--- config.mk ---
export PLATFORM = sky130hd
export DESIGN_NAME = verdict_stream_collector
export DESIGN_NICKNAME = d
export VERILOG_FILES = /design/src/rtl/verdict_pkg.sv /design/src/rtl/verdict_record_fifo.sv /design/src/rtl/verdict_stream_collector.sv
export SDC_FILE = /design/constraint.sdc
export NUM_CORES = 2
export LEC_CHECK = 0
export BUFFER_PORTS_ARGS = -buffer_cell sky130_fd_sc_hd__buf_2
export CORE_UTILIZATION = 45
export DETAILED_ROUTE_END_ITERATION = 10
export SKIP_LAST_GASP = 1
export SYNTH_ARGS = -nofsm -noshare
export SYNTH_HDL_FRONTEND = slang
export SYNTH_SLANG_ARGS = --single-unit
export TNS_END_PERCENT = 20
--- constraint.sdc ---
create_clock -name clk -period 31.5 [get_ports clk]
set_input_delay 4.725 -clock clk [delete_from_list [all_inputs] [get_ports clk]]
set_output_delay 4.725 -clock clk [all_outputs]
set_load 0.01 [all_outputs]
--- src/rtl/verdict_pkg.sv ---
`default_nettype none
// ============================================================================
// Module  : verdict_pkg
// Brief   : Shared record layout, FSM states and sizing helpers for the
//           verdict stream collector.
// Rev     : 1.0  initial release
// ============================================================================
package verdict_pkg;

    localparam int DEF_N_OUTPUTS = 6;
    localparam int DEF_DATA_W    = 64;
    localparam int DEF_TS_W      = 32;
    localparam int DEF_DEPTH     = 8;
    localparam int DEF_DROP_W    = 16;

    function automatic int idx_w(input int n_outputs);
        return (n_outputs > 1) ? $clog2(n_outputs) : 1;
    endfunction

    function automatic int lvl_w(input int depth);
        return $clog2(depth) + 1;
    endfunction

    // One captured monitor cycle: when it happened, which outputs fired, what they said.
    typedef struct packed {
        logic [DEF_TS_W-1:0]                 ts;
        logic [DEF_N_OUTPUTS-1:0]            mask;
        logic [DEF_N_OUTPUTS*DEF_DATA_W-1:0] values;
    } record_t;

    typedef enum logic [0:0] {
        IDLE = 1'b0,
        EMIT = 1'b1
    } state_t;

endpackage
`default_nettype wire

--- src/rtl/verdict_record_fifo.sv ---
`default_nettype none
// ============================================================================
// Module  : verdict_record_fifo
// Brief   : Synchronous circular-buffer FIFO with a show-ahead head and an
//           occupancy count; a push while full is accepted if a pop shares the edge.
// Rev     : 1.0  initial release
// ============================================================================
module verdict_record_fifo
    import verdict_pkg::*;
#(
    parameter int WIDTH = 8,
    parameter int DEPTH = 8
) (
    input  logic                      clk,
    input  logic                      rst,
    input  logic                      i_push,
    input  logic [WIDTH-1:0]          i_push_data,
    input  logic                      i_pop,
    output logic [WIDTH-1:0]          o_head,
    output logic                      o_full,
    output logic                      o_empty,
    output logic [lvl_w(DEPTH)-1:0]   o_level
);

    localparam int PTR_W = (DEPTH > 1) ? $clog2(DEPTH) : 1;
    localparam int LVL_W = lvl_w(DEPTH);
    localparam logic [LVL_W-1:0] c_full_level = LVL_W'(DEPTH);

    logic [WIDTH-1:0] r_mem [DEPTH];
    logic [PTR_W-1:0] r_wr_ptr;
    logic [PTR_W-1:0] r_rd_ptr;
    logic [LVL_W-1:0] r_count;
    logic             w_do_push;
    logic             w_do_pop;

    assign o_empty   = (r_count == '0);
    assign o_full    = (r_count == c_full_level);
    assign w_do_pop  = i_pop && !o_empty;
    assign w_do_push = i_push && (!o_full || w_do_pop);
    assign o_head    = r_mem[r_rd_ptr];
    assign o_level   = r_count;

    // Pointers wrap naturally because DEPTH is a power of two.
    always_ff @(posedge clk or posedge rst) begin
        if (rst) begin
            r_wr_ptr <= '0;
            r_rd_ptr <= '0;
            r_count  <= '0;
        end else begin
            if (w_do_push) begin
                r_wr_ptr <= r_wr_ptr + 1'b1;
            end
            if (w_do_pop) begin
                r_rd_ptr <= r_rd_ptr + 1'b1;
            end
            case ({w_do_push, w_do_pop})
                2'b10:   r_count <= r_count + 1'b1;
                2'b01:   r_count <= r_count - 1'b1;
                default: r_count <= r_count;
            endcase
        end
    end

    always_ff @(posedge clk) begin
        if (w_do_push) begin
            r_mem[r_wr_ptr] <= i_push_data;
        end
    end

endmodule
`default_nettype wire

--- src/rtl/verdict_stream_collector.sv ---
`default_nettype none
// ============================================================================
// Module  : verdict_stream_collector
// Brief   : Timestamps active monitor cycles, queues them as records and
//           serialises each record into one stream beat per active output.
//           Optional macro VERDICT_STREAM_COLLECTOR_DROP_CNT_EN adds a
//           saturating dropped-record counter on drop_cnt.
// Rev     : 1.0  initial release
// ============================================================================
module verdict_stream_collector
    import verdict_pkg::*;
#(
    parameter int N_OUTPUTS = DEF_N_OUTPUTS,
    parameter int DATA_W    = DEF_DATA_W,
    parameter int TS_W      = DEF_TS_W,
    parameter int DEPTH     = DEF_DEPTH,
    parameter int DROP_W    = DEF_DROP_W
) (
    input  logic                            clk,
    input  logic                            rst,
    input  logic                            en,
    input  logic [N_OUTPUTS*DATA_W-1:0]     out_values,
    input  logic [N_OUTPUTS-1:0]            out_aktv,
    output logic                            s_valid,
    input  logic                            s_ready,
    output logic [TS_W-1:0]                 s_ts,
    output logic [idx_w(N_OUTPUTS)-1:0]     s_idx,
    output logic [DATA_W-1:0]               s_value,
    output logic                            s_last,
    output logic [lvl_w(DEPTH)-1:0]         fifo_level,
    output logic                            overflow,
    output logic [DROP_W-1:0]               drop_cnt
);

    localparam int IDX_W = idx_w(N_OUTPUTS);

    state_t                         r_state;
    logic [TS_W-1:0]                r_ts_cnt;
    logic [N_OUTPUTS-1:0]           r_mask;
    logic [N_OUTPUTS*DATA_W-1:0]    r_values;

    record_t                        w_push_rec;
    record_t                        w_head;
    logic                           w_push;
    logic                           w_pop;
    logic                           w_full;
    logic                           w_empty;
    logic                           w_drop;
    logic                           w_advance;
    logic [N_OUTPUTS-1:0]           w_load_mask;
    logic [N_OUTPUTS*DATA_W-1:0]    w_load_values;
    logic [IDX_W-1:0]               w_sel_idx;
    logic [DATA_W-1:0]              w_sel_value;
    logic                           w_sel_last;

    function automatic logic [IDX_W-1:0] lowest_set(input logic [N_OUTPUTS-1:0] m);
        lowest_set = '0;
        for (int i = N_OUTPUTS - 1; i >= 0; i--) begin
            if (m[i]) begin
                lowest_set = IDX_W'(i);
            end
        end
    endfunction

    assign w_push     = en && (|out_aktv);
    assign w_push_rec = '{ts: r_ts_cnt, mask: out_aktv, values: out_values};
    assign w_advance  = (r_state == EMIT) && s_ready;
    // Refill straight from the FIFO on the last handshake so records leave back to back.
    assign w_pop      = !w_empty && ((r_state == IDLE) || (w_advance && s_last));
    assign w_drop     = w_push && w_full && !w_pop;

    verdict_record_fifo #(
        .WIDTH (($bits(record_t))),
        .DEPTH (DEPTH)
    ) u_fifo (
        .clk         (clk),
        .rst         (rst),
        .i_push      (w_push),
        .i_push_data (w_push_rec),
        .i_pop       (w_pop),
        .o_head      (w_head),
        .o_full      (w_full),
        .o_empty     (w_empty),
        .o_level     (fifo_level)
    );

    // Next beat is picked from either a freshly popped record or the remaining mask.
    assign w_load_mask   = w_pop ? w_head.mask   : (r_mask & (r_mask - 1'b1));
    assign w_load_values = w_pop ? w_head.values : r_values;

    always_comb begin
        w_sel_idx   = lowest_set(w_load_mask);
        w_sel_value = '0;
        for (int i = 0; i < N_OUTPUTS; i++) begin
            if (IDX_W'(i) == w_sel_idx) begin
                w_sel_value = w_load_values[i*DATA_W +: DATA_W];
            end
        end
        w_sel_last = (w_load_mask != '0) &&
                     ((w_load_mask & (w_load_mask - 1'b1)) == '0);
    end

    always_ff @(posedge clk or posedge rst) begin
        if (rst) begin
            r_ts_cnt <= '0;
            overflow <= 1'b0;
        end else begin
            if (en) begin
                r_ts_cnt <= r_ts_cnt + 1'b1;
            end
            if (w_drop) begin
                overflow <= 1'b1;
            end
        end
    end

    always_ff @(posedge clk or posedge rst) begin
        if (rst) begin
            r_state  <= IDLE;
            r_mask   <= '0;
            r_values <= '0;
            s_valid  <= 1'b0;
            s_ts     <= '0;
            s_idx    <= '0;
            s_value  <= '0;
            s_last   <= 1'b0;
        end else if (w_pop) begin
            r_state  <= EMIT;
            r_mask   <= w_load_mask;
            r_values <= w_load_values;
            s_valid  <= 1'b1;
            s_ts     <= w_head.ts;
            s_idx    <= w_sel_idx;
            s_value  <= w_sel_value;
            s_last   <= w_sel_last;
        end else if (w_advance) begin
            if (s_last) begin
                r_state <= IDLE;
                r_mask  <= '0;
                s_valid <= 1'b0;
            end else begin
                r_mask  <= w_load_mask;
                s_idx   <= w_sel_idx;
                s_value <= w_sel_value;
                s_last  <= w_sel_last;
            end
        end
    end

`ifdef VERDICT_STREAM_COLLECTOR_DROP_CNT_EN
    logic [DROP_W-1:0] r_drop_cnt;

    always_ff @(posedge clk or posedge rst) begin
        if (rst) begin
            r_drop_cnt <= '0;
        end else if (w_drop && (r_drop_cnt != '1)) begin
            r_drop_cnt <= r_drop_cnt + 1'b1;
        end
    end

    assign drop_cnt = r_drop_cnt;
`else
    assign drop_cnt = '0;
`endif

endmodule
`default_nettype wire

Word level (Yosys, flattened, before mapping)

Memory sizes are Yosys's and may differ from the RTL's.
Cells that the tools add are included.

$add $sub $neg: 7
$mul: 0
Div/mod/pow operators: 0
$lt $le $gt $ge: 0
Eq/ne operators: 9
Shift-type cells: 0
Multiplexer cells: 32
Bitwise operators: 3
Reductions and logical operators: 24

Operator list:

| kind                    | number |
|---|---|
| $mux W64                | 9 |
| $mux W384               | 1 |
| $add A32 B1 Y32 const B | 1 |
| $mux W3                 | 9 |
| $mux W6                 | 4 |
| $and A6 B6 Y6           | 2 |
| $sub A6 B1 Y6 const B   | 2 |
| $logic_and A1 B1 Y1     | 9 |
| $mux W1                 | 8 |
| $pmux W4 S2             | 1 |
| $add A3 B1 Y3 const B   | 2 |
| $eq A2 B3 Y1 const A    | 2 |
| $eq A3 B3 Y1 const A    | 2 |
| $logic_not A6 Y1        | 1 |
| $reduce_bool A2 Y1      | 3 |
| $reduce_bool A6 Y1      | 1 |
| $reduce_or A6 Y1        | 1 |
| $add A4 B1 Y4 const B   | 1 |
| $eq A4 B4 Y1 const B    | 1 |
| $logic_not A4 Y1        | 1 |
| $reduce_and A2 Y1       | 2 |
| $sub A4 B1 Y4 const B   | 1 |
| $eq A1 B3 Y1 const A    | 1 |
| $logic_not A1 Y1        | 3 |
| 6 further kinds         | 7 |

Bits in registers: 534
Latch bits: 0
Memory bits (writable): 3376
Bits in read-only memories: 0
Bits of input ports: 394
Output and inout bits: 122
Logic and storage cells: 88
Memories kept: 1

Memories:

| memory       | words | bits a word | rd ports | clocked after Yosys merged registers in | write ports | line                      | RTL |
|---|---|---|---|---|---|---|---|
| u_fifo.r_mem | 8     | 422         | 1        | 0                                       | 1           | verdict_record_fifo.sv:29 | `logic [WIDTH-1:0] r_mem [DEPTH];` |

Logic depth before layout (Yosys ltp)

Depth in word-level cells: 21
Depth in mapped cells: 14
Mapped depth without buffers: 10

By module

A second synthesis with hierarchy kept.

Cell total of the unflattened synthesis: 8046
Area total of the unflattened synthesis: 153766.2 um^2

By module, submodules not included:

| module                   | instances | cells each | area an instance (um^2) | sequential area each (um^2) |
|---|---|---|---|---|
| verdict_record_fifo      | 1         | 4949       | 126839.1                | 101627.5 |
| verdict_stream_collector | 1         | 3097       | 26927.1                 | 13112.6 |

Least setup slack after synthesis

Ideal clock, no wire load.

Path type: input port to flip-flop
Start: input port s_ready
End: memory u_fifo.r_mem[0][0] (netlist bit) (enable)
Setup time: 1.723 ns
Arrival time: 34.043 ns
Data required time: 29.777 ns
Setup slack: -4.267 ns
Cell stages on the path: 7
Buffers on the path: 2
Cells stage by stage: a21boi_2 -> clkbuf_1 -> clkbuf_1 -> nand3_1 -> nor2b_1 -> nand2b_1 -> nor3_1

Longest elaborated chain between the ends: 9

Ends and longest elaborated chain:

| item                          | line                           | RTL |
|---|---|---|
| from (decl)                   | verdict_stream_collector.sv:25 | `input logic s_ready,` |
| $logic_and A1 B1 Y1           | verdict_stream_collector.sv:67 | `assign w_advance = (r_state == EMIT) && s_ready;` |
| $logic_and A1 B1 Y1           | verdict_stream_collector.sv:69 | `assign w_pop = !w_empty && ((r_state == IDLE) \|\| (w_advance && s_last));` |
| $logic_or A1 B1 Y1            | verdict_stream_collector.sv:69 |  |
| $logic_and A1 B1 Y1           | verdict_stream_collector.sv:69 |  |
| $logic_and A1 B1 Y1           | verdict_record_fifo.sv:38      | `assign w_do_pop = i_pop && !o_empty;` |
| $logic_or A1 B1 Y1            | verdict_record_fifo.sv:39      | `assign w_do_push = i_push && (!o_full \|\| w_do_pop);` |
| $logic_and A1 B1 Y1           | verdict_record_fifo.sv:39      |  |
| $mux W1                       | verdict_record_fifo.sv:65      | `if (w_do_push) begin` |
| $mux W1 (not written as such) | verdict_record_fifo.sv:66      | `r_mem[r_wr_ptr] <= i_push_data;` |
| to (decl)                     | verdict_record_fifo.sv:29      |  |

Every way passes these cells.

Worst setup path in the final report

Start: input port s_ready
End: memory u_fifo.r_mem[7][93] (netlist bit) (enable)

The elaborated chain is that of the path after synthesis.

==> results summary <==
The worst setup path is launched from an input pin. Of all cell types, the one taking the most synthesized area is sky130_fd_sc_hd__edfxtp_1. The core area is 328000 µm². The max-capacitance violation count came out at 0. The final critical-path required period is 10290 ps. The maximum operating frequency came out at 97.1 MHz.

The count of final max-slew check failures came to 0. The combined area of all synthesized cells came out at 149000 µm². In the final timing run, aggregate negative setup slack is 0 ps.

The width of the die is 577 µm. The full die area came out at 333000 µm². The min-delay analysis places its worst path in the category reg2reg. The run finished with clean final reports. The number of endpoints with negative hold slack in the final report came out at 0. The flip-flop and latch count after synthesis is 3910. The final weighted congestion of routability-driven global placement is 0.835. The number of top-level design ports came out at 516. The worst path uses 32.7% of the clock period. The minimum setup slack after placement came out at 20060 ps. Between clock sinks in the finished design, the worst skew comes to 46.4 ps. The number of design rule violations left after detail routing is 0.

The worst setup path is of the in2reg kind. The global route total overflow is 0. The final critical-path setup slack came out at 21210 ps. The first global-routing pass estimated 547 mm of wire. The total of endpoints with negative setup slack in the final report is 0.

The number of library cell types mapped by synthesis is 81. The clock-pin transition on the worst setup and hold timing paths is 60 ps. The count of nets left with antenna violations after detail routing came out at 0. The maximum root-to-sink buffer count is 4. In the layout the commonest cells are sky130_fd_sc_hd__edfxtp_1, sky130_fd_sc_hd__mux4_2, sky130_fd_sc_hd__dfrtp_1, sky130_fd_sc_hd__buf_2, sky130_fd_sc_hd__nand2_1. The placement row count came out at 210. The number of enable-type register cells in the synthesized netlist is 3376. The worst endpoint data arrival time came out at 10860 ps. The total power per unit cell area came out at 98.9 nW/µm². Leaving out fill and tap cells, the most frequent cell in the layout is sky130_fd_sc_hd__edfxtp_1. Sequential cells were found to cover 77.1% of the synthesized design area. The wire length per cell is 30.6 µm. The number of inserted filler cells in the final layout came out at 25900. The worst setup path is captured at a flop. The initial core utilization is 45.3%. The hold buffer count at cts came out at 0. The number of global-route vias before repair is 72800. During synthesis, Yosys emitted a total of 0 warnings. TritonCTS created 406 clock buffers. Summed over all layers, the routed wires come to 384 mm. The worst hold slack after final layout is 475 ps. The count of mapped cells out of synthesis is 7156. The relative area change from synthesis to final layout is 13.6%. The vertical die dimension came out at 577 µm.

The proportion of register bits with asynchronous set or reset after synthesis is 13.7%. The clock tree from TritonCTS is done. Cells with a size suffix above 1 make up 26.2% of the layout. The leakage power figure is 0.0571 µW.

In this run, placement finished with an instance count of 11700. The via count is 73000. The number of sinks on the clock net is 3910.

The number of buffers inserted by port buffering came out at 499. For flop-to-flop paths, the worst setup slack is 24260 ps. The initial antenna violation count is 229. The number of levels the H-tree was split into is 5. The relative slew slack is 12.4%. By area the synthesized netlist is led by sky130_fd_sc_hd__edfxtp_1, sky130_fd_sc_hd__mux4_2, sky130_fd_sc_hd__dfrtp_1, sky130_fd_sc_hd__mux2i_1, sky130_fd_sc_hd__o21ai_0. Setup repair after global routing left no endpoint under its margin. In this run the clock root is driven by a sky130_fd_sc_hd__clkbuf_16. For this run, the number of standard cells in the final layout without fillers is 12500. The largest net degree at the start of global routing is 236.

The total iterations of the first detailed-routing run came out at 5. The most used flip-flop cell after synthesis is sky130_fd_sc_hd__edfxtp_1. The clock latency on the worst-skew pair came out at 970 ps. The worst supply voltage drop on vdd is 0.0000855 V. After the first detailed-routing iteration, the DRC count stood at 8005. The total number of nets in the final design came out at 8195. The area share of the largest cell type after synthesis came out at 68.1%. Dividing the synthesized area by the synthesized cell count gives 20.8 µm². The measured slew at the worst slew-check pin came out at 1310 ps. The data required time at the worst endpoint is 32070 ps.

The number of setup buffers added after CTS came out at 0. The post-detailed-route via-to-cell ratio is 5.82. After legalization and detailed placement, the total HPWL measured 239 mm. The largest driver fanout on the critical path is 50. The count of instances resized after the clock tree is built is 0. The total global-route track usage came out at 23.0%.
## registers in the layout (all words and copies together), names as in the netlist
register,flops
u_fifo.r_mem,3376
r_values,384
s_value,64
r_ts_cnt,32
s_ts,32
r_mask,6
u_fifo.o_level,4
s_idx,3
u_fifo.r_rd_ptr,3
u_fifo.r_wr_ptr,3
overflow,1
r_state,1
s_last,1
## power by group
group / switching [µW] / leakage (µW) / internal (µW) / total, µW
Combinational: 3270 / 0.0135 / 1860 / 5130
Clock: 1980 / 0.00639 / 2690 / 4670
Sequential: 343 / 0.0372 / 6580 / 6920
Total: 5590 / 0.0571 / 11100 / 16700
## worst max-delay path, stage by stage
cell,delay [ps]
sky130_fd_sc_hd__buf_2,150
sky130_fd_sc_hd__a21boi_4,60
sky130_fd_sc_hd__buf_4,310
sky130_fd_sc_hd__nand3_1,220
sky130_fd_sc_hd__nor2b_1,340
sky130_fd_sc_hd__nand2_1,310
sky130_fd_sc_hd__nor2_4,760
sky130_fd_sc_hd__buf_4,740
sky130_fd_sc_hd__buf_4,770
sky130_fd_sc_hd__buf_4,830
sky130_fd_sc_hd__buf_4,780
sky130_fd_sc_hd__buf_4,610
## metal layers
layer	track usage, %	wire length, µm
met1	33.0	161000
met2	35.4	179000
met3	5.65	33400
met4	5.98	10300
met5	0	663
## cell usage after synthesis, drive strengths merged, types with 7 or more instances
library cell,n
edfxtp,3376
mux4,839
dfrtp,534
o21ai,451
nand2,442
mux2i,383
buf,268
clkbuf,161
nor2,95
a21oi,81
nor4,41
a211oi,40
and3,39
a221oi,37
a221o,33
a22o,33
xnor2,29
nand3,26
inv,24
mux2,18
or3,17
nand2b,14
nor3,14
o31ai,14
and2,12
o211ai,12
a222oi,11
a31oi,11
a41oi,10
nand4,10
nor3b,10
xor2,8
nor2b,7
## final timing paths
| check | startpoint | to | cells after the start |
|---|---|---|---|
| setup / recovery | s_ready | u_fifo.r_mem[7][93] | 12 |
| hold reg to reg | s_ts[7] | s_ts[7] | 2 |
| min in group asynchronous | rst | r_values[223] | 2 |
| max in group asynchronous | rst | r_values[92] | 5 |
| setup reg to reg | s_last | u_fifo.r_mem[7][93] | 11 |
| hold / removal | s_ts[7] | s_ts[7] | 2 |
## through the flow
stage          utilization, %  area [µm²]  total power (µW)
2_1_floorplan               -      149000             10600
3_3_place_gp             47.5      156000             12200
3_5_place_dp             47.5      156000             12200
4_1_cts                  51.4      169000             16900
5_1_grt                  51.5      169000             17400
6_report                 51.5      169000             16700
## area by class of cell
class                   instances  area, µm²  area share (%)
diodes                         62        155          0.0918
clock buffers                 516      11000            6.48
clock inverters               231       2020            1.20
inverters                      24       97.6          0.0577
multi-input cells            2808      31800            18.8
flip-flops and latches       3910     115000            67.9
well taps                    4346       5440            3.22
repair buffers                645       3800            2.25
## logic make-up (layout without fill, tap and decap cells)
group	Yosys count	in the layout	share of synthesized area, %
buffers and inverters	453	1416	1.66
XOR/XNOR	37	37	0.218
adder cells (fa/ha/maj)	7	7	0.0622
flip-flops	3910	3910	77.1
other	1	78	0.00252
AND/OR/NAND/NOR	733	733	2.22
AO/OA/AOI/OAI	775	775	3.30
multiplexers	1240	1240	15.4
Note: power is estimated with default switching activity, not from simulation.
